<file path="config.mk">
export PLATFORM = sky130hd
export DESIGN_NAME = cost_display_scanner
export DESIGN_NICKNAME = d
export VERILOG_FILES = /design/src/rtl/parking_pkg.sv /design/src/rtl/bin2bcd_seq.sv /design/src/rtl/cost_display_scanner.sv
export SDC_FILE = /design/constraint.sdc
export NUM_CORES = 1
export LEC_CHECK = 0
export CAP_MARGIN = 0
export CORE_UTILIZATION = 61
export DETAILED_ROUTE_END_ITERATION = 8
export PLACE_DENSITY = 0.9
export REMOVE_ABC_BUFFERS = 1
export SLEW_MARGIN = 5
export SYNTH_ARGS = -nofsm -noshare
export SYNTH_HDL_FRONTEND = slang
export SYNTH_SLANG_ARGS = --single-unit
export TNS_END_PERCENT = 5
</file>
<file path="constraint.sdc">
create_clock -name clk -period 5.5 [get_ports clk]
set_clock_uncertainty 0.05 [all_clocks]
set_input_delay 0.825 -clock clk [delete_from_list [all_inputs] [get_ports clk]]
set_output_delay 0.825 -clock clk [all_outputs]
set_load 0.02 [all_outputs]
</file>
<file path="src/rtl/parking_pkg.sv">
// -----------------------------------------------------------------------------
// parking_pkg
//   Shared definitions for the cost display path: display geometry, the
//   7-segment encodings ({g,f,e,d,c,b,a}, active-high), the blank code and the
//   state type of the sequential binary-to-BCD converter.
// -----------------------------------------------------------------------------
package parking_pkg;

  localparam int DIGITS = 4;

  localparam logic [6:0] SEG_BLANK = 7'h00;

  localparam logic [6:0] SEG_LUT [0:9] = '{
    7'h3F, 7'h06, 7'h5B, 7'h4F, 7'h66,
    7'h6D, 7'h7D, 7'h07, 7'h7F, 7'h6F
  };

  typedef enum logic [1:0] {
    IDLE    = 2'd0,
    CONVERT = 2'd1,
    DONE    = 2'd2
  } conv_state_e;

  // Non-decimal nibbles cannot come out of the converter; they map to blank.
  function automatic logic [6:0] seg_decode(input logic [3:0] digit);
    logic [6:0] seg;
    seg = SEG_BLANK;
    for (int i = 0; i < 10; i++) begin
      if (digit == 4'(i)) seg = SEG_LUT[i];
    end
    return seg;
  endfunction

endpackage

</file>
<file path="src/rtl/bin2bcd_seq.sv">
// -----------------------------------------------------------------------------
// bin2bcd_seq
//   Sequential shift-add-3 (double-dabble) converter. A strobe in IDLE starts a
//   conversion of exactly VAL_W shift cycles followed by one DONE cycle that
//   publishes the result. Strobes arriving while a conversion is running
//   (including the DONE cycle) are parked in a one-deep pending register, the
//   latest one winning, and converted right after the current one.
//
// Ports
//   clk          in   system clock
//   reset        in   asynchronous active-low reset
//   value_in     in   [VAL_W-1:0] binary value
//   value_valid  in   one-cycle load strobe
//   busy         out  conversion in progress (CONVERT or DONE)
//   bcd_out      out  [15:0] held result {thousands,hundreds,tens,ones}
//   bcd_valid    out  one-cycle pulse in the cycle bcd_out takes a new value
// -----------------------------------------------------------------------------
module bin2bcd_seq
  import parking_pkg::*;
#(
  parameter int VAL_W = 10
) (
  input  logic             clk,
  input  logic             reset,
  input  logic [VAL_W-1:0] value_in,
  input  logic             value_valid,
  output logic             busy,
  output logic [15:0]      bcd_out,
  output logic             bcd_valid
);

  localparam int CNT_W = $clog2(VAL_W + 1);
  localparam int BCD_W = 4 * DIGITS;

  conv_state_e      state_q, state_d;
  logic [VAL_W-1:0] operand_q, operand_d;
  logic [BCD_W-1:0] scratch_q, scratch_d;
  logic [CNT_W-1:0] count_q, count_d;
  logic [VAL_W-1:0] pend_val_q, pend_val_d;
  logic             pend_q, pend_d;
  logic [BCD_W-1:0] bcd_q, bcd_d;
  logic             valid_q, valid_d;
  logic [BCD_W-1:0] adjusted;

  // Add-3 correction: any digit >= 5 would exceed 9 after doubling.
  always_comb begin
    adjusted = scratch_q;
    for (int i = 0; i < DIGITS; i++) begin
      if (scratch_q[4*i +: 4] >= 4'd5) adjusted[4*i +: 4] = scratch_q[4*i +: 4] + 4'd3;
    end
  end

  always_comb begin
    // NOTE: every signal driven here gets a default first, so no path leaves
    // a value unassigned and no latch is inferred.
    state_d    = state_q;
    operand_d  = operand_q;
    scratch_d  = scratch_q;
    count_d    = count_q;
    pend_val_d = pend_val_q;
    pend_d     = pend_q;
    bcd_d      = bcd_q;
    valid_d    = 1'b0;

    // A strobe outside IDLE is parked; a newer one overwrites an older one.
    if (value_valid && (state_q != IDLE)) begin
      pend_val_d = value_in;
      pend_d     = 1'b1;
    end

    case (state_q)
      IDLE: begin
        // A fresh strobe supersedes anything still pending.
        if (value_valid || pend_q) begin
          operand_d = value_valid ? value_in : pend_val_q;
          pend_d    = 1'b0;
          scratch_d = '0;
          count_d   = '0;
          state_d   = CONVERT;
        end
      end
      CONVERT: begin
        scratch_d = {adjusted[BCD_W-2:0], operand_q[VAL_W-1]};
        operand_d = operand_q << 1;
        count_d   = count_q + 1'b1;
        if (count_q == CNT_W'(VAL_W - 1)) state_d = DONE;
      end
      DONE: begin
        bcd_d   = scratch_q;
        valid_d = 1'b1;
        state_d = IDLE;
      end
      default: state_d = IDLE;
    endcase
  end

  // Reset release is expected to be synchronous to clk (synchronised upstream).
  always_ff @(posedge clk or negedge reset) begin
    if (!reset) begin
      state_q    <= IDLE;
      operand_q  <= '0;
      scratch_q  <= '0;
      count_q    <= '0;
      pend_val_q <= '0;
      pend_q     <= 1'b0;
      bcd_q      <= '0;
      valid_q    <= 1'b0;
    end else begin
      // NOTE: state registers use non-blocking assignments so every flop
      // samples the values from before this edge.
      state_q    <= state_d;
      operand_q  <= operand_d;
      scratch_q  <= scratch_d;
      count_q    <= count_d;
      pend_val_q <= pend_val_d;
      pend_q     <= pend_d;
      bcd_q      <= bcd_d;
      valid_q    <= valid_d;
    end
  end

  assign busy      = (state_q != IDLE);
  assign bcd_out   = bcd_q;
  assign bcd_valid = valid_q;

  // Four BCD digits cannot hold more than 9999.
  a_value_range : assert property (@(posedge clk) disable iff (!reset)
    value_valid |-> (32'(value_in) <= 32'd9999));

endmodule

</file>
<file path="src/rtl/cost_display_scanner.sv">
// -----------------------------------------------------------------------------
// cost_display_scanner
//   Converts the parking core's binary cost to BCD (bin2bcd_seq) and scans the
//   held result onto a 4-digit common-anode 7-segment display. The scan
//   free-runs: each digit slot lasts SCAN_DIV clk cycles, ones digit first.
//   an/seg are registered, so the first digit appears one cycle after reset
//   release and an never shows an all-off cycle between slots.
//
// Configuration macro
//   LEADING_ZERO_BLANK_EN  blank leading-zero digits (ones digit always lit);
//                          undefined: all four digits always shown.
//
// Ports
//   clk          in   undivided system clock
//   reset        in   asynchronous active-low reset
//   value_in     in   [VAL_W-1:0] binary cost
//   value_valid  in   one-cycle load strobe
//   busy         out  conversion in progress
//   bcd_out      out  [15:0] held BCD {thousands,hundreds,tens,ones}
//   bcd_valid    out  one-cycle pulse when bcd_out updates
//   seg          out  [6:0] {g,f,e,d,c,b,a}, active-high
//   an           out  [3:0] digit enables, active-low one-hot, an[0] = ones
// -----------------------------------------------------------------------------
module cost_display_scanner
  import parking_pkg::*;
#(
  parameter int VAL_W    = 10,
  parameter int SCAN_DIV = 12500
) (
  input  logic             clk,
  input  logic             reset,
  input  logic [VAL_W-1:0] value_in,
  input  logic             value_valid,
  output logic             busy,
  output logic [15:0]      bcd_out,
  output logic             bcd_valid,
  output logic [6:0]       seg,
  output logic [3:0]       an
);

  localparam int PRE_W = (SCAN_DIV > 1) ? $clog2(SCAN_DIV) : 1;
  localparam int IDX_W = $clog2(DIGITS);

  logic [15:0]      bcd_held;
  logic [PRE_W-1:0] pre_q, pre_d;
  logic [IDX_W-1:0] idx_q, idx_d;
  logic [3:0]       an_q, an_d;
  logic [6:0]       seg_q, seg_d;
  logic [3:0]       cur_digit;
  logic             blank;
`ifdef LEADING_ZERO_BLANK_EN
  logic [DIGITS-1:0] lead_zero;
`endif

  bin2bcd_seq #(
    .VAL_W(VAL_W)
  ) u_bin2bcd (
    .clk        (clk),
    .reset      (reset),
    .value_in   (value_in),
    .value_valid(value_valid),
    .busy       (busy),
    .bcd_out    (bcd_held),
    .bcd_valid  (bcd_valid)
  );

  always_comb begin
    pre_d = pre_q + 1'b1;
    idx_d = idx_q;
    if (pre_q == PRE_W'(SCAN_DIV - 1)) begin
      pre_d = '0;
      idx_d = idx_q + 1'b1;  // 2-bit index wraps 3 -> 0 on its own
    end

    cur_digit = bcd_held[{idx_q, 2'b00} +: 4];

`ifdef LEADING_ZERO_BLANK_EN
    // lead_zero[i]: digit i and every higher digit are zero. Ones never blank.
    lead_zero = '0;
    lead_zero[DIGITS-1] = (bcd_held[4*(DIGITS-1) +: 4] == 4'd0);
    for (int i = DIGITS - 2; i >= 1; i--) begin
      lead_zero[i] = lead_zero[i+1] && (bcd_held[4*i +: 4] == 4'd0);
    end
    blank = lead_zero[idx_q];
`else
    blank = 1'b0;
`endif

    an_d  = ~(4'b0001 << idx_q);
    seg_d = blank ? SEG_BLANK : seg_decode(cur_digit);
  end

  always_ff @(posedge clk or negedge reset) begin
    if (!reset) begin
      pre_q <= '0;
      idx_q <= '0;
      an_q  <= 4'hF;
      seg_q <= SEG_BLANK;
    end else begin
      pre_q <= pre_d;
      idx_q <= idx_d;
      an_q  <= an_d;
      seg_q <= seg_d;
    end
  end

  assign bcd_out = bcd_held;
  assign an      = an_q;
  assign seg     = seg_q;

endmodule

</file>
Word level (Yosys, flattened, before mapping)
Cells that the tools add are included.

Add/sub/neg operators: 7. Order comparisons: 4. Equality and inequality tests: 15. Shift-type cells: 2. Muxes and demuxes: 29. Bitwise gates (word level): 1. Reduce and logical (&&, ||, !) cells: 8.

Operators with widths (count): $mux W7 (9); $pmux W16 S2 (1); $mux W10 (2); $pmux W10 S2 (1); $eq A4 B3 Y1 const B (4); $ge A4 B3 Y1 const B (4); $mux W16 (1); $mux W4 (4); $shiftx A16 B5 Y4 (1); $add A14 B1 Y14 const B (1); $eq A14 B14 Y1 const B (1); $mux W14 (1); $add A4 B2 Y4 const B (3); $eq A4 B4 Y1 const B (3); $eq A4 B2 Y1 const B (2); $pmux W4 S2 (1); $mux W6 (1); $add A4 B1 Y4 const B (1); $eq A4 B1 Y1 const B (1); $logic_not A4 Y1 (1); $mux W1 (4); $mux W2 (2); $ne A2 B1 Y1 const B (2); $not A4 Y4 (1); other kinds (12) (14).

Register bits after elaboration: 87. Input bits: 13. Output and inout port bits: 29. Word-level logic and storage cells: 78.

Longest topological paths before layout
Gate-level depths: netlist (run 1).

Word-level depth: 12. Depth in mapped cells: 7. Mapped depth without buffers: 6.

Modules after synthesis
A second synthesis (run 1) with hierarchy kept.

Cell total of the unflattened synthesis: 367. Area total of the unflattened synthesis: 4080.2 µm².

Modules (own cells, without submodules): bin2bcd_seq (instances 1, cells an instance 250, area each 2741.4 µm², seq. area each 1501.4 µm²); cost_display_scanner (instances 1, cells an instance 117, area each 1338.8 µm², seq. area each 680.7 µm²).

Worst setup path after synthesis (run 1)
OpenSTA, ideal clock, no wires.

Kind: input-to-reg. From: input port value_valid. To: register u_bin2bcd.operand_q[2]. Setup time: 126 ps. Arrival: 1964 ps. Data required time: 5324 ps. Slack: 3360 ps. Stages on the path: 5. Path buffers: 2. Cell sequence: clkbuf_1 -> buf_1 -> mux2i_1 -> nor2_1 -> a221o_1.

Word-level cells in the longest chain between the ends: 3. Elaborated cells on any way between the ends: 6. Classes of those cells: 1 x eq/ne; 3 x mux; 2 x reduce/logical.

Ends and longest elaborated chain: start: declaration (RTL line cost_display_scanner.sv:33) `input logic value_valid,`; $mux W10 or $logic_or A1 B1 Y1 (tied branches) (RTL line bin2bcd_seq.sv:75, bin2bcd_seq.sv:74); $mux W10 or $ne A2 B1 Y1 (tied branches); $pmux W10 S2 or $reduce_and A2 Y1 (tied branches); end signal: assignment (RTL line bin2bcd_seq.sv:112) `operand_q <= operand_d;`; end: declaration (RTL line bin2bcd_seq.sv:36) `logic [VAL_W-1:0] operand_q, operand_d;`.

Several ways; a longest one is shown, not always the timed one. The select of a mux whose other input is x is not followed. A chain may end at the register's enable or synchronous reset.

Worst setup path after layout (run 1)
From: input port value_valid. To: register u_bin2bcd.scratch_q[15].

Word-level cells in the longest chain between the ends: 3.

Ends and longest elaborated chain: $logic_or A1 B1 Y1 (RTL line bin2bcd_seq.sv:74) `if (value_valid || pend_q) begin`; $ne A2 B1 Y1 (no source line); $reduce_and A2 Y1 (no source line); end signal: assignment (RTL line bin2bcd_seq.sv:113) `scratch_q <= scratch_d;`; end: declaration (RTL line bin2bcd_seq.sv:37) `logic [BCD_W-1:0] scratch_q, scratch_d;`.

No other way between the ends.

==> results of run 1 <==
logic make-up (layout without fill, tap and decap cells):
family          Yosys count  in the layout  share of synthesized area
compound gates           61             61                     0.1075
flops                    87             87                     0.5464
xor+xnor                 21             21                    0.04605
simple gates             84             84                     0.1018
buf+inv                  36             80                    0.03853
fa+ha+maj                15             15                    0.04699
mux                      37             37                     0.1128
worst max path at each step:
stage	startpoint	to	slack (ps)	cells past startpoint
after floorplan	pre_q[0]	pre_q[12]	3090	5
after global placement	value_valid	u_bin2bcd.scratch_q[15]	2300	5
after detailed placement	value_valid	u_bin2bcd.scratch_q[15]	2250	5
after CTS	value_valid	u_bin2bcd.scratch_q[15]	2580	5
after global routing	value_valid	u_bin2bcd.scratch_q[15]	2370	5
final	value_valid	u_bin2bcd.scratch_q[15]	2530	5
layer usage:
layer / up-vias / share of wire / track usage
li1: 1283 / - / -
met4: 0 / 0.020 / 0.1050
met3: 15 / 0.038 / 0.04970
met1: 1395 / 0.42 / 0.3186
met5: - / 0 / 0
met2: 68 / 0.53 / 0.4277
worst register-to-register path, stage by stage (launching register included):
cell and delay, ps:
dfrtp_1 400, ha_1 270, or4b_1 480, nor4_1 380, buf_4 250, nand2b_1 120
mux2i_1 60
layout make-up:
class	count	area, µm²	share of cell area
sequential	87	2182	0.4679
timing repair buffer	44	430.4	0.09230
clock inverter	6	83.83	0.01798
inverter	20	75.07	0.01610
tap	77	96.34	0.02066
multi-input combinational	218	1658	0.3555
clock buffer	10	137.6	0.02951
power by group:
group          internal [W]  switching [W]  total, W
logic              0.000409       0.000458  0.000867
registers          0.000823       0.000138  0.000961
clock network      0.000266       0.000226  0.000493
total               0.00150       0.000822   0.00232
cell usage in the layout, fill, tap and decap left out, types with 8 or more instances in the layout:
cell / netlist / routed
a221o_1: 9 / 9
o21ai_0: 20 / 20
ha_1: 15 / 15
mux2_2: 18 / 18
xnor2_1: 10 / 10
inv_1: 20 / 20
mux2i_1: 15 / 15
nor2_1: 28 / 28
xor2_1: 11 / 11
nand2b_1: 8 / 8
clkbuf_8: 0 / 10
dfrtp_1: 83 / 83
a21oi_1: 9 / 9
nand2_1: 20 / 20
clkdlybuf4s50_1: 0 / 40
state kept, by name, indices dropped and copies added (netlist names):
name	cells
u_bin2bcd.bcd_out	16
u_bin2bcd.scratch_q	16
pre_q	14
u_bin2bcd.operand_q	10
u_bin2bcd.pend_val_q	10
seg	7
an	4
u_bin2bcd.count_q	4
idx_q	2
u_bin2bcd.state_q	2
u_bin2bcd.bcd_valid	1
u_bin2bcd.pend_q	1
stage by stage:
stage	hold WS, ps	setup WS [ps]	cell area, µm²
2_1_floorplan	400.3	3089	3915
3_5_place_dp	432.0	2249	4442
4_1_cts	451.0	2580	4663
3_3_place_gp	418.2	2300	4442
6_report	453.1	2534	4663
5_1_grt	475.8	2370	4663
==> results by group, run 1 <==
Floorplan
  • I/O pin total: 42
  • Starting density of the core: 0.6290
  • Site Rows: 29
  • Die ar.: 6875 µm²
  • Die Wd: 82.92 µm
  • Core area: 6350 µm²
  • Die height: between 80 and 90 µm

Logic synthesis
  • Seq/Total Area, Yosys: 0.5464
  • Count of cell types in the netlist: 39
  • Mean Syn Cell Area: between 10 and 15 µm²
  • Top cells by area, synth: dfrtp_1 (52%), mux2_2 (5.1%), ha_1 (4.7%)
  • Commonest cells post-synth: dfrtp_1 (83), nor2_1 (28), inv_1 (20), nand2_1 (20), o21ai_0 (20)
  • Most used flip-flop cell after synthesis: dfrtp_1
  • Register bit count reported by yosys: 87
  • Number of synthesis warnings: 0
  • EDFF count, synth: 0
  • Post-synth top area cell: dfrtp_1
  • Post-Synthesis Cell Area: 3994 µm²
  • Count leader, synth: dfrtp_1
  • Cells after Synth: 341
  • Synth top area share: 0.5201
  • Post-synth ARST share: 1.000

CTS
  • Worst skew pair latency: 370 ps
  • # resized after CTS: 0
  • Clock slew at reported path FFs: 80 ps
  • Clock Tree Root: clkbuf_8
  • Clock Tree Buf Depth: 2
  • Post-CTS Hold Buffers: 0
  • Cts bufs inserted: 9
  • Setup bufs post-CTS: 0
  • Clk sinks: 87
  • Max H-tree Level: 3
  • CTS tree: built

Global routing
  • Largest net degree at the start of global routing: 88
  • Vias in the first global route: 2828
  • Initial antenna violation count: 0
  • GRT Residual Overflow: 0
  • GRT Total Usage: 0.2524
  • First-pass GRT wire length: roughly 14 mm

Drt
  • Post-DR wirelength/cell: about 17 µm
  • Routed WL: 7.802 mm
  • Initial DRT Pass Iterations: 4
  • Via/cell ratio: 5.976
  • Detailed router's first-iteration violation count: between 200 and 250
  • DRC viols: 0
  • Routed vias: approximately 2800
  • Post-DRT Antenna Nets: 0

Setup path
  • Slowest cell on the critical path: clkdlybuf4s50_1
  • Crit end category: flip-flop
  • R2R depth: 6
  • WP data required: 5700 ps
  • Reg-to-reg critical path startpoint: pre_q[0]
  • Startpoint type of the worst setup path: primary input
  • CP top delay family: buffers and inverters
  • Worst path cell trace: clkdlybuf4s50_1 -> nor3_1 -> nor2_1 -> o31ai_1 -> a32o_1
  • CP max stage delay: about 950 ps
  • Worst EP arrival: between 3000 and 4000 ps
  • Critical path type: in -> reg
  • CP max FO: 14
  • Critical path buffers and inverters: 1
  • Flop-to-flop setup slack: 3380 ps
  • Reg-to-reg endpoint: pre_q[12]

Worst hold path
  • Hold Path End: pre_q[9]
  • Worst Hold Depth: 1
  • HP Start: pre_q[9]
  • Hold Crit Class: reg -> reg

STA
  • Final min period: 2966 ps
  • Final setup fails: 0
  • Max Clock Freq: 337.2 MHz
  • Setup TNS: 0 ps
  • Final period util: 0.5392
  • Final Hold Viols: 0
  • RSZ-0062 raised after global routing: no
  • Slew @ Worst Pin: 1039 ps
  • Max-slew headroom: 0.3076
  • Slew Viols, Final: 0

Finish
  • Layout area overhead: 16.76%
  • Final net count: just over 400
  • Final Util: 0.7344
  • Ant. Diodes: 0
  • Share of layout cells above drive strength 1: 0.1247
  • Fill count: 407
  • Final cell count without fillers: 462

Power
  • Total Power: 0.002320 W
  • PD cells: roughly 500 nW/µm²
  • Leak: 2.112 nW
  • VDD IR-drop max: 0.0003399 V

Run
  • Max-cap violations: 0

Outcome
  • Status: complete, no violations

Place
  • Final GP Congestion: 0.8475
  • Placed insts: 446
  • HPWL Detailed: 5.086 mm
  • Port bufs: 41
No activity file was read; power rests on OpenSTA's default activity.
==> run 2: changes to the inputs <==
--- a/config.mk
+++ b/config.mk
@@ -6,9 +6,9 @@
 export NUM_CORES = 1
 export LEC_CHECK = 0
 export CAP_MARGIN = 0
-export CORE_UTILIZATION = 61
+export CORE_UTILIZATION = 51
 export DETAILED_ROUTE_END_ITERATION = 8
-export PLACE_DENSITY = 0.9
+export PLACE_DENSITY = 0.81
 export REMOVE_ABC_BUFFERS = 1
 export SLEW_MARGIN = 5
 export SYNTH_ARGS = -nofsm -noshare
==> constraint.sdc (replaced) <==
create_clock -name clk -period 2.6 [get_ports clk]
set_clock_uncertainty 0.05 [all_clocks]
set_input_delay 0.39 -clock clk [delete_from_list [all_inputs] [get_ports clk]]
set_output_delay 0.39 -clock clk [all_outputs]
set_load 0.02 [all_outputs]
==> results by group, run 2 (synthesized netlist as in run 1, its figures left out) <==
STA
  • Final setup fails: 0 (unchanged)
  • Slew @ Worst Pin: 922.7 ps (-115.9 ps)
  • Slew Viols, Final: 0 (unchanged)
  • Final worst setup slack: 501.2 ps (-2033 ps)
  • Final min period: 2099 ps
  • Final Hold Viols: 0 (unchanged)
  • RSZ-0062 raised after global routing: no
  • Max Clock Freq: 476.5 MHz
  • Setup TNS: 0 ps (unchanged)
  • Max-slew headroom: 0.3849 (+0.07728)
  • Final period util: 0.8072

Finish
  • Multi-input gate area in the final layout: 1658 µm² (unchanged)
  • Fill count: 576 (+42%)
  • Storage cell area: 2182 µm² (unchanged)
  • Share of layout cells above drive strength 1: 0.1256 (+0.0009657)
  • Post-layout instance area: 4761 µm² (+2.1%)
  • Layout area overhead: 19.20%
  • Final net count: 413 (+1.2%)
  • Most frequent cells in the layout: dfrtp_1 (83), clkdlybuf4s50_1 (40), nor2_1 (28)
  • Most common cell after layout, fill and taps aside: dfrtp_1
  • Ant. Diodes: 0 (unchanged)

Place
  • Placed cell areas: 4512 µm² (+1.6%)
  • Final GP Congestion: 0.8440 (-0.41%)
  • Worst slack, placed: 539.6 ps (-1709 ps)
  • HPWL Detailed: 5.285 mm (+3.9%)
  • Port bufs: 41 (unchanged)

CTS
  • Cts bufs inserted: 9 (unchanged)
  • Max H-tree Level: 3 (unchanged)
  • CTS tree: built
  • Clock Tree Root: clkbuf_8
  • Setup bufs post-CTS: 0 (unchanged)
  • Clock slew at reported path FFs: 80 ps (about the same)
  • # resized after CTS: 0 (unchanged)
  • Clk sinks: 87 (unchanged)
  • Clock Tree Buf Depth: 2 (unchanged)
  • Worst skew pair latency: 350 ps (-20 ps)
  • Post-CTS Hold Buffers: 1 (+1)

Global routing
  • GRT Residual Overflow: 0 (unchanged)
  • Vias in the first global route: 2755 (-2.6%)
  • GRT Total Usage: 0.1956 (-0.05677)
  • Initial antenna violation count: 0 (unchanged)
  • First-pass GRT wire length: 12.68 mm (-6.5%)
  • Largest net degree at the start of global routing: 45 (-49%)

Setup path
  • CP max FO: 8 (-6)
  • Critical path type: reg -> reg
  • WP data required: 2780 ps (-2920 ps)
  • Worst EP arrival: 2280 ps (-890 ps)
  • Reg-to-reg critical path startpoint: pre_q[0]
  • R2R depth: 6 (unchanged)
  • Startpoint type of the worst setup path: flip-flop
  • Flop-to-flop setup slack: 500 ps (-2880 ps)
  • Crit end category: flip-flop
  • Reg-to-reg endpoint: pre_q[12]

Power
  • VDD IR-drop max: 0.0006118 V (+80%)
  • Leak: 2.142 nW (+1.4%)
  • PD cells: 1045 nW/µm² (+110%)
  • Total Power: 0.004975 W (+110%)

Drt
  • Via/cell ratio: 5.622 (-5.9%)
  • Detailed router's first-iteration violation count: 142 (-31%)
  • Routed vias: 2749 (-0.43%)
  • Routed WL: 7.459 mm (-4.4%)
  • Post-DR wirelength/cell: 15.25 µm (-9.7%)
  • Post-DRT Antenna Nets: 0 (unchanged)
  • Initial DRT Pass Iterations: 4 (unchanged)
  • DRC viols: 0 (unchanged)

Floorplan
  • Starting density of the core: 0.5391 (-0.08987)
  • Site Rows: 31 (+6.9%)
  • Die ar.: 8189 µm² (+19%)
  • I/O pin total: 42 (unchanged)
  • Die height: 90.50 µm (+9.1%)
  • Die Wd: 90.50 µm (+9.1%)
  • Core area: 7408 µm² (+17%)

Worst hold path
  • Hold Crit Class: reg -> reg
  • Hold Path End: u_bin2bcd.operand_q[0]
  • Worst Hold Depth: 2 (+1)
  • HP Start: u_bin2bcd.operand_q[0]

Outcome
  • Status: complete, no violations

Run
  • Max-cap violations: 0 (unchanged)
[run 2: power breakdown]
group / switching (W) / internal [W] / leakage, nW / total (W)
clock network: 0.000448 / 0.000667 / 0.118 / 0.00111
logic: 0.000964 / 0.000875 / 0.929 / 0.00184
registers: 0.000280 / 0.00174 / 1.09 / 0.00202
total: 0.00169 / 0.00328 / 2.14 / 0.00497
[run 2: worst max-delay path by stage]
stage | startpoint | endpoint | slack (ps) | depth (start not counted)
CTS | pre_q[0] | pre_q[12] | 500 | 6
finish | pre_q[0] | pre_q[12] | 500 | 6
global placement | value_valid | u_bin2bcd.pend_val_q[3] | 630 | 4
global route | pre_q[0] | pre_q[12] | 400 | 6
detailed placement | pre_q[0] | pre_q[12] | 540 | 6
floorplan | pre_q[0] | pre_q[12] | 190 | 5
[run 2: area by class of cell]
type,instances,share of cell area
timing repair buffer,49,0.1014
multi-input combinational,218,0.3482
sequential,87,0.4583
clock inverter,3,0.01892
clock buffer,13,0.03127
inverter,20,0.01577
tap,99,0.02602
[run 2: routing by layer]
| metal | wire length, µm | track usage | vias to the layer above |
|---|---|---|---|
| met3 | 238 | 0.04630 | 11 |
| li1 | - | - | 1297 |
| met5 | 0 | 0 | - |
| met1 | 3407 | 0.2466 | 1382 |
| met4 | 142 | 0.07392 | 0 |
| met2 | 3671 | 0.3270 | 59 |
[run 2: critical path: stages, from the launching register on]
cell      delay [ps]
dfrtp_1          420
ha_1             270
or4b_1           450
nor4_1           400
buf_4            230
nand2b_1         100
mux2i_1           60
[run 2: metrics by stage]
step,cells,utilization,hold WS [ps]
after floorplan,325,-,44.41
after global placement,472,0.6090,360.8
after detailed placement,472,0.6090,373.0
after CTS,489,0.6426,442.8
after global routing,489,0.6426,469.2
final,489,0.6426,437.0
